File: config.mk
export PLATFORM = sky130hd
export DESIGN_NAME = fetch_unit
export DESIGN_NICKNAME = d
export VERILOG_FILES = /design/src/rtl/fetch_unit_pkg.sv /design/src/rtl/fetch_unit_fifo.sv /design/src/rtl/fetch_unit.sv
export SDC_FILE = /design/constraint.sdc
export NUM_CORES = 1
export LEC_CHECK = 0
export ABC_AREA = 1
export BUFFER_PORTS_ARGS = -buffer_cell sky130_fd_sc_hd__buf_2
export CELL_PAD_IN_SITES_DETAIL_PLACEMENT = 1
export CELL_PAD_IN_SITES_GLOBAL_PLACEMENT = 1
export CORE_MARGIN = 8
export CORE_UTILIZATION = 41
export DETAILED_ROUTE_END_ITERATION = 12
export PLACE_DENSITY = 0.78
export SLEW_MARGIN = 20
export SYNTH_ARGS = -nofsm -noshare
export SYNTH_HDL_FRONTEND = slang
export SYNTH_SLANG_ARGS = --single-unit
export TNS_END_PERCENT = 5
File: constraint.sdc
create_clock -name clk -period 4.4 [get_ports clk]
set_input_delay 0.88 -clock clk [delete_from_list [all_inputs] [get_ports clk]]
set_output_delay 0.88 -clock clk [all_outputs]
set_load 0.05 [all_outputs]
File: src/rtl/fetch_unit_pkg.sv
// Constants shared by the instruction-fetch front end.
package fetch_unit_pkg;
  localparam int unsigned PC_STEP  = 4;
  localparam logic [31:0] INST_NOP = 32'h0000_0013;
  localparam int unsigned INST_W   = 32;
endpackage

File: src/rtl/fetch_unit_fifo.sv
// Prefetch queue: synchronous FIFO with clear; clear dominates push and pop.
module fetch_fifo #(
  parameter int WIDTH = 64,
  parameter int DEPTH = 4
) (
  input  logic                       i_clk,
  input  logic                       i_rst_n,
  input  logic                       i_clear,
  input  logic                       i_push,
  input  logic [WIDTH-1:0]           i_wdata,
  input  logic                       i_pop,
  output logic [WIDTH-1:0]           o_rdata,
  output logic                       o_full,
  output logic                       o_empty,
  output logic [$clog2(DEPTH+1)-1:0] o_count
);
  localparam int AW = $clog2(DEPTH);
  localparam int CW = $clog2(DEPTH+1);

  logic [WIDTH-1:0] r_mem [DEPTH];
  logic [AW-1:0]    r_wr_ptr;
  logic [AW-1:0]    r_rd_ptr;
  logic [CW-1:0]    r_count;
  logic             w_do_push;
  logic             w_do_pop;

  assign o_empty   = (r_count == '0);
  assign o_full    = (r_count == CW'(DEPTH));
  assign o_count   = r_count;
  assign o_rdata   = r_mem[r_rd_ptr];
  assign w_do_pop  = i_pop & ~o_empty & ~i_clear;
  assign w_do_push = i_push & (~o_full | w_do_pop) & ~i_clear;

  // DEPTH is a power of two, so the pointers wrap on their own.
  always_ff @(posedge i_clk or negedge i_rst_n) begin
    if (!i_rst_n) begin
      r_wr_ptr <= '0;
      r_rd_ptr <= '0;
      r_count  <= '0;
    end else if (i_clear) begin
      r_wr_ptr <= '0;
      r_rd_ptr <= '0;
      r_count  <= '0;
    end else begin
      if (w_do_push) r_wr_ptr <= r_wr_ptr + AW'(1);
      if (w_do_pop)  r_rd_ptr <= r_rd_ptr + AW'(1);
      case ({w_do_push, w_do_pop})
        2'b10:   r_count <= r_count + CW'(1);
        2'b01:   r_count <= r_count - CW'(1);
        default: r_count <= r_count;
      endcase
    end
  end

  always_ff @(posedge i_clk) begin
    if (w_do_push) r_mem[r_wr_ptr] <= i_wdata;
  end
endmodule

File: src/rtl/fetch_unit.sv
// Instruction-fetch front end: credit-limited requests, stale-response dropping, prefetch queue.
module fetch_unit
  import fetch_unit_pkg::*;
#(
  parameter int              XLEN     = 32,
  parameter logic [XLEN-1:0] RESET_PC = '0,
  parameter int              DEPTH    = 4
) (
  input  logic            clk,
  input  logic            rst,
  output logic            imem_req_valid,
  input  logic            imem_req_ready,
  output logic [XLEN-1:0] imem_req_addr,
  input  logic            imem_rsp_valid,
  input  logic [31:0]     imem_rsp_data,
  input  logic            redirect_valid,
  input  logic [XLEN-1:0] redirect_pc,
  output logic            inst_valid,
  input  logic            inst_ready,
  output logic [31:0]     inst,
  output logic [XLEN-1:0] inst_pc
);
  localparam int CW = $clog2(DEPTH+1);
  localparam int QW = XLEN + INST_W;

  logic [XLEN-1:0] r_fetch_pc;
  logic [XLEN-1:0] r_rsp_pc;
  logic [CW-1:0]   r_outstanding;
  logic [CW-1:0]   r_drop;

  logic [CW-1:0]   w_count;
  logic            w_full;
  logic            w_empty;
  logic [QW-1:0]   w_head;
  logic [CW:0]     w_inflight;
  logic            w_credit;
  logic            w_req_fire;
  logic            w_push;
  logic            w_pop;
  logic            w_drop_rsp;
  logic [XLEN-1:0] w_target;
  logic [XLEN-1:0] w_step;

  assign w_step     = XLEN'(PC_STEP);
  assign w_target   = {redirect_pc[XLEN-1:2], 2'b00};
  assign w_inflight = {1'b0, w_count} + {1'b0, r_outstanding};
  assign w_credit   = (w_inflight < (CW+1)'(DEPTH));

  assign imem_req_valid = w_credit & ~redirect_valid & rst;
  assign imem_req_addr  = r_fetch_pc;
  assign w_req_fire     = imem_req_valid & imem_req_ready;

  assign w_drop_rsp = imem_rsp_valid & (r_drop != '0);
  assign w_push     = imem_rsp_valid & (r_drop == '0) & ~redirect_valid;

  assign inst_valid = ~w_empty & ~redirect_valid;
  assign w_pop      = inst_valid & inst_ready;
  assign inst       = w_empty ? '0 : w_head[INST_W-1:0];
  assign inst_pc    = w_empty ? '0 : w_head[QW-1:INST_W];

  // On redirect every request still in flight becomes stale, minus the one answered this cycle.
  always_ff @(posedge clk or negedge rst) begin
    if (!rst) begin
      r_fetch_pc    <= RESET_PC;
      r_rsp_pc      <= RESET_PC;
      r_outstanding <= '0;
      r_drop        <= '0;
    end else if (redirect_valid) begin
      r_fetch_pc    <= w_target;
      r_rsp_pc      <= w_target;
      r_outstanding <= r_outstanding - CW'(imem_rsp_valid);
      r_drop        <= r_outstanding - CW'(imem_rsp_valid);
    end else begin
      if (w_req_fire) r_fetch_pc <= r_fetch_pc + w_step;
      if (w_push)     r_rsp_pc   <= r_rsp_pc + w_step;
      if (w_drop_rsp) r_drop     <= r_drop - CW'(1);
      r_outstanding <= r_outstanding + CW'(w_req_fire) - CW'(imem_rsp_valid);
    end
  end

  fetch_fifo #(
    .WIDTH (QW),
    .DEPTH (DEPTH)
  ) u_queue (
    .i_clk   (clk),
    .i_rst_n (rst),
    .i_clear (redirect_valid),
    .i_push  (w_push),
    .i_wdata ({r_rsp_pc, imem_rsp_data}),
    .i_pop   (w_pop),
    .o_rdata (w_head),
    .o_full  (w_full),
    .o_empty (w_empty),
    .o_count (w_count)
  );

  a_no_overflow: assert property (@(posedge clk) disable iff (!rst) !(w_push && w_full && !w_pop));
endmodule

==> results.cfg <==
[placed_design]
place_area_um2 = 16200
gp_congestion = 0.871
io_buffers = 161
dp.final_hpwl_mm = 28.6
dp_cells = 2104

[timing]
slew_violations = 0
setup_tns_ns = 0
period_needed_ns = 3.78
fin_crit_sh_pct = 85.9
finalHoldViolCount = 0
worstMarginPinSlew_ns = 0.896
fin_skew_ns = 0.0222
max-slew-margin-rel_pct = 40.3
rsz0062_at_grt = no
max_freq_ghz = 0.264
setup_viol = 0

[clock_network]
cts.sinks = 321
cts.clk_slew.worst_paths_ns = 0.06
cts_tree = yes
cts_root_buf = clkbuf_16
cts_buffers = 35
hold_buffers = 0
htree_levels = 2
cts_buffer_depth = 3
post_cts_resized = 0
cts_setup_buffers = 0
clkLatencyLatePin_ns = 0.53

[logic_synthesis]
synth_edf_count = 248
synth_common_cells = nor2_1, nand2_1, edfxtp_1, o21ai_0, inv_1
synth_top_family_by_area = simple AND/OR/NAND/NOR gates
ys_seq_area_share_pct = 62.5
synthXorXnorAreaFrac_pct = 1.36
synth.area.mux_share_pct = 0
synth_cells = 1526
synth-async-reset-ratio_pct = 22.7
synth.area.top_cells = edfxtp_1, dfrtp_1, nor2_1
yosys_most_used_dff = edfxtp_1
synth_top_area_share_pct = 50.2
yosysTopAreaCell = edfxtp_1
synth.distinct_cells = 37
synth_adder_area_share_pct = 1.45
synth_seq_cells = 321
synth_compound_area_share_pct = 9.27
synthesis.area_um2 = 14800
synth_simple_gate_area_share_pct = 20.6
yosysMostFrequentCell = nor2_1
synth.avg_cell_area_um2 = 9.72
ys_warn_count = 0

[global_route]
grt_pass1_vias = 12311
grt_overflow = 0
antenna_found_initial = 0
grt_max_degree = 102
grt_pass1_wl_mm = 67.5
grt_util_all_layers_pct = 20.1

[die]
start_util_pct = 41.7
num_rows = 69
die_x_um = 206
ioPinCount = 168
die-area_um2 = 42500
core_area_um2 = 35600
die_h_um = 206

[drt]
wl_per_cell_um = 19.9
wl_mm = 43.1
viasPerCell = 5.34
ant_nets = 0
drtPass1Iterations = 4
drc_errors = 0
dr_total_vias = 11578
drtIter0Drc = 606

[power_and_ir_drop]
leakagePower_nw = 6.85
p_per_area_nw_per_um2 = 603
peakVddDrop_mv = 0.549

[cells_and_area]
nFillCells = 4052
fin_nets = 1766
design_area_um2 = 17200
fin_cells = 2167
final_util_pct = 48.4
drive_gt1_share_pct = 16.1
antenna_cells = 0
syn_to_final_growth_pct = 16.2

[worst_setup_path]
r2r-start = u_queue.o_count[2]
arrival_ns = 2.90
critPathMaxFanout = 91
crit_type = register to primary output
required_ns = 3.52
start_kind = register
worst_setup_path_end_kind = primary output
critPathLaunch = u_queue.r_rd_ptr[0]

[run]
maxCapViolCount = 0

[hold_path]
worstHoldPathType = primary input to asynchronous set/reset pin

[outcome]
outcome = complete, no violations
## flip-flops by register name, indices dropped and copies added, names as in the netlist
name / flops
u_queue.r_wr_ptr: 2
u_queue.r_mem: 248
imem_req_addr: 30
u_queue.r_rd_ptr: 2
r_rsp_pc: 30
u_queue.o_count: 3
r_drop: 3
r_outstanding: 3
## final cells by class
| type | count | area, um^2 | share of cell area [%] |
|---|---|---|---|
| inverter | 99 | 372 | 2.16 |
| sequential | 321 | 9280 | 53.9 |
| clock inverter | 14 | 108 | 0.625 |
| tap | 461 | 577 | 3.35 |
| multi-input combinational | 1042 | 4900 | 28.4 |
| clock buffer | 49 | 950 | 5.51 |
| timing repair buffer | 181 | 1050 | 6.07 |
## final timing paths
path / endpoint / slack, ns / cells after the start
min in group clk: u_queue.r_mem[2][15] / 0.57 / 1
worst max-delay path: inst_pc[8] / 0.62 / 5
worst max register to register: r_outstanding[2] / 1.65 / 12
worst min-delay path: imem_req_addr[30] / 0.48 / 2
worst min register to register: r_drop[1] / 0.57 / 2
max in group asynchronous: u_queue.r_rd_ptr[0] / 2.89 / 3
## logic make-up after synthesis
group	count (synthesis)
compound gates	264
xor+xnor	23
fa+ha+maj	16
buf+inv	166
flops	321
other cells	1
simple gates	735
## stage by stage
stage	hold WS, ns	power, mW	worst slack [ns]
after floorplan	0.516	6.58	-0.0643
after global placement	0.549	7.57	1.22
after detailed placement	0.565	7.70	1.11
after CTS	0.493	10.5	0.553
after global routing	0.511	10.9	0.459
final	0.479	10.4	0.619
## cells in the final DEF, fill, tap and decap left out, drive strengths merged, types with 2 or more instances in the layout
cell / netlist / routed
nand4: 8 / 8
clkinvlp: 0 / 2
nand3b: 7 / 7
conb: 1 / 4
o21bai: 2 / 2
or2: 4 / 4
nand2: 274 / 274
edfxtp: 248 / 248
a21oi: 80 / 80
nor3: 5 / 5
o211ai: 13 / 13
dfrtp: 73 / 73
clkinv: 0 / 10
a31oi: 5 / 5
o21ai: 162 / 162
nor2: 361 / 361
nand3: 76 / 76
inv: 99 / 100
fa: 2 / 2
buf: 44 / 181
clkbuf: 23 / 49
xor2: 21 / 21
xnor2: 2 / 2
ha: 14 / 14
## critical path, cell delays in order (launching register included)
cell     delay, ns
dfrtp_4       0.62
inv_2         0.51
buf_12        0.37
o21ai_0       0.20
a21oi_1       0.27
buf_2         0.32
## per-layer routing
metal | global-route usage, % | share of wire (%)
met2 | 34.6 | 49
met1 | 26.3 | 44
met4 | 5.83 | 2.3
met3 | 2.77 | 4.8
met5 | 0 | 0
## where the power goes
part	leakage [nW]	total, mW	switching (mW)	internal (mW)
combinational	3.23	3.75	2.88	0.863
sequential	3.11	3.88	0.338	3.54
clock	0.506	2.75	1.18	1.57
Note: power is estimated with default switching activity, not from simulation.
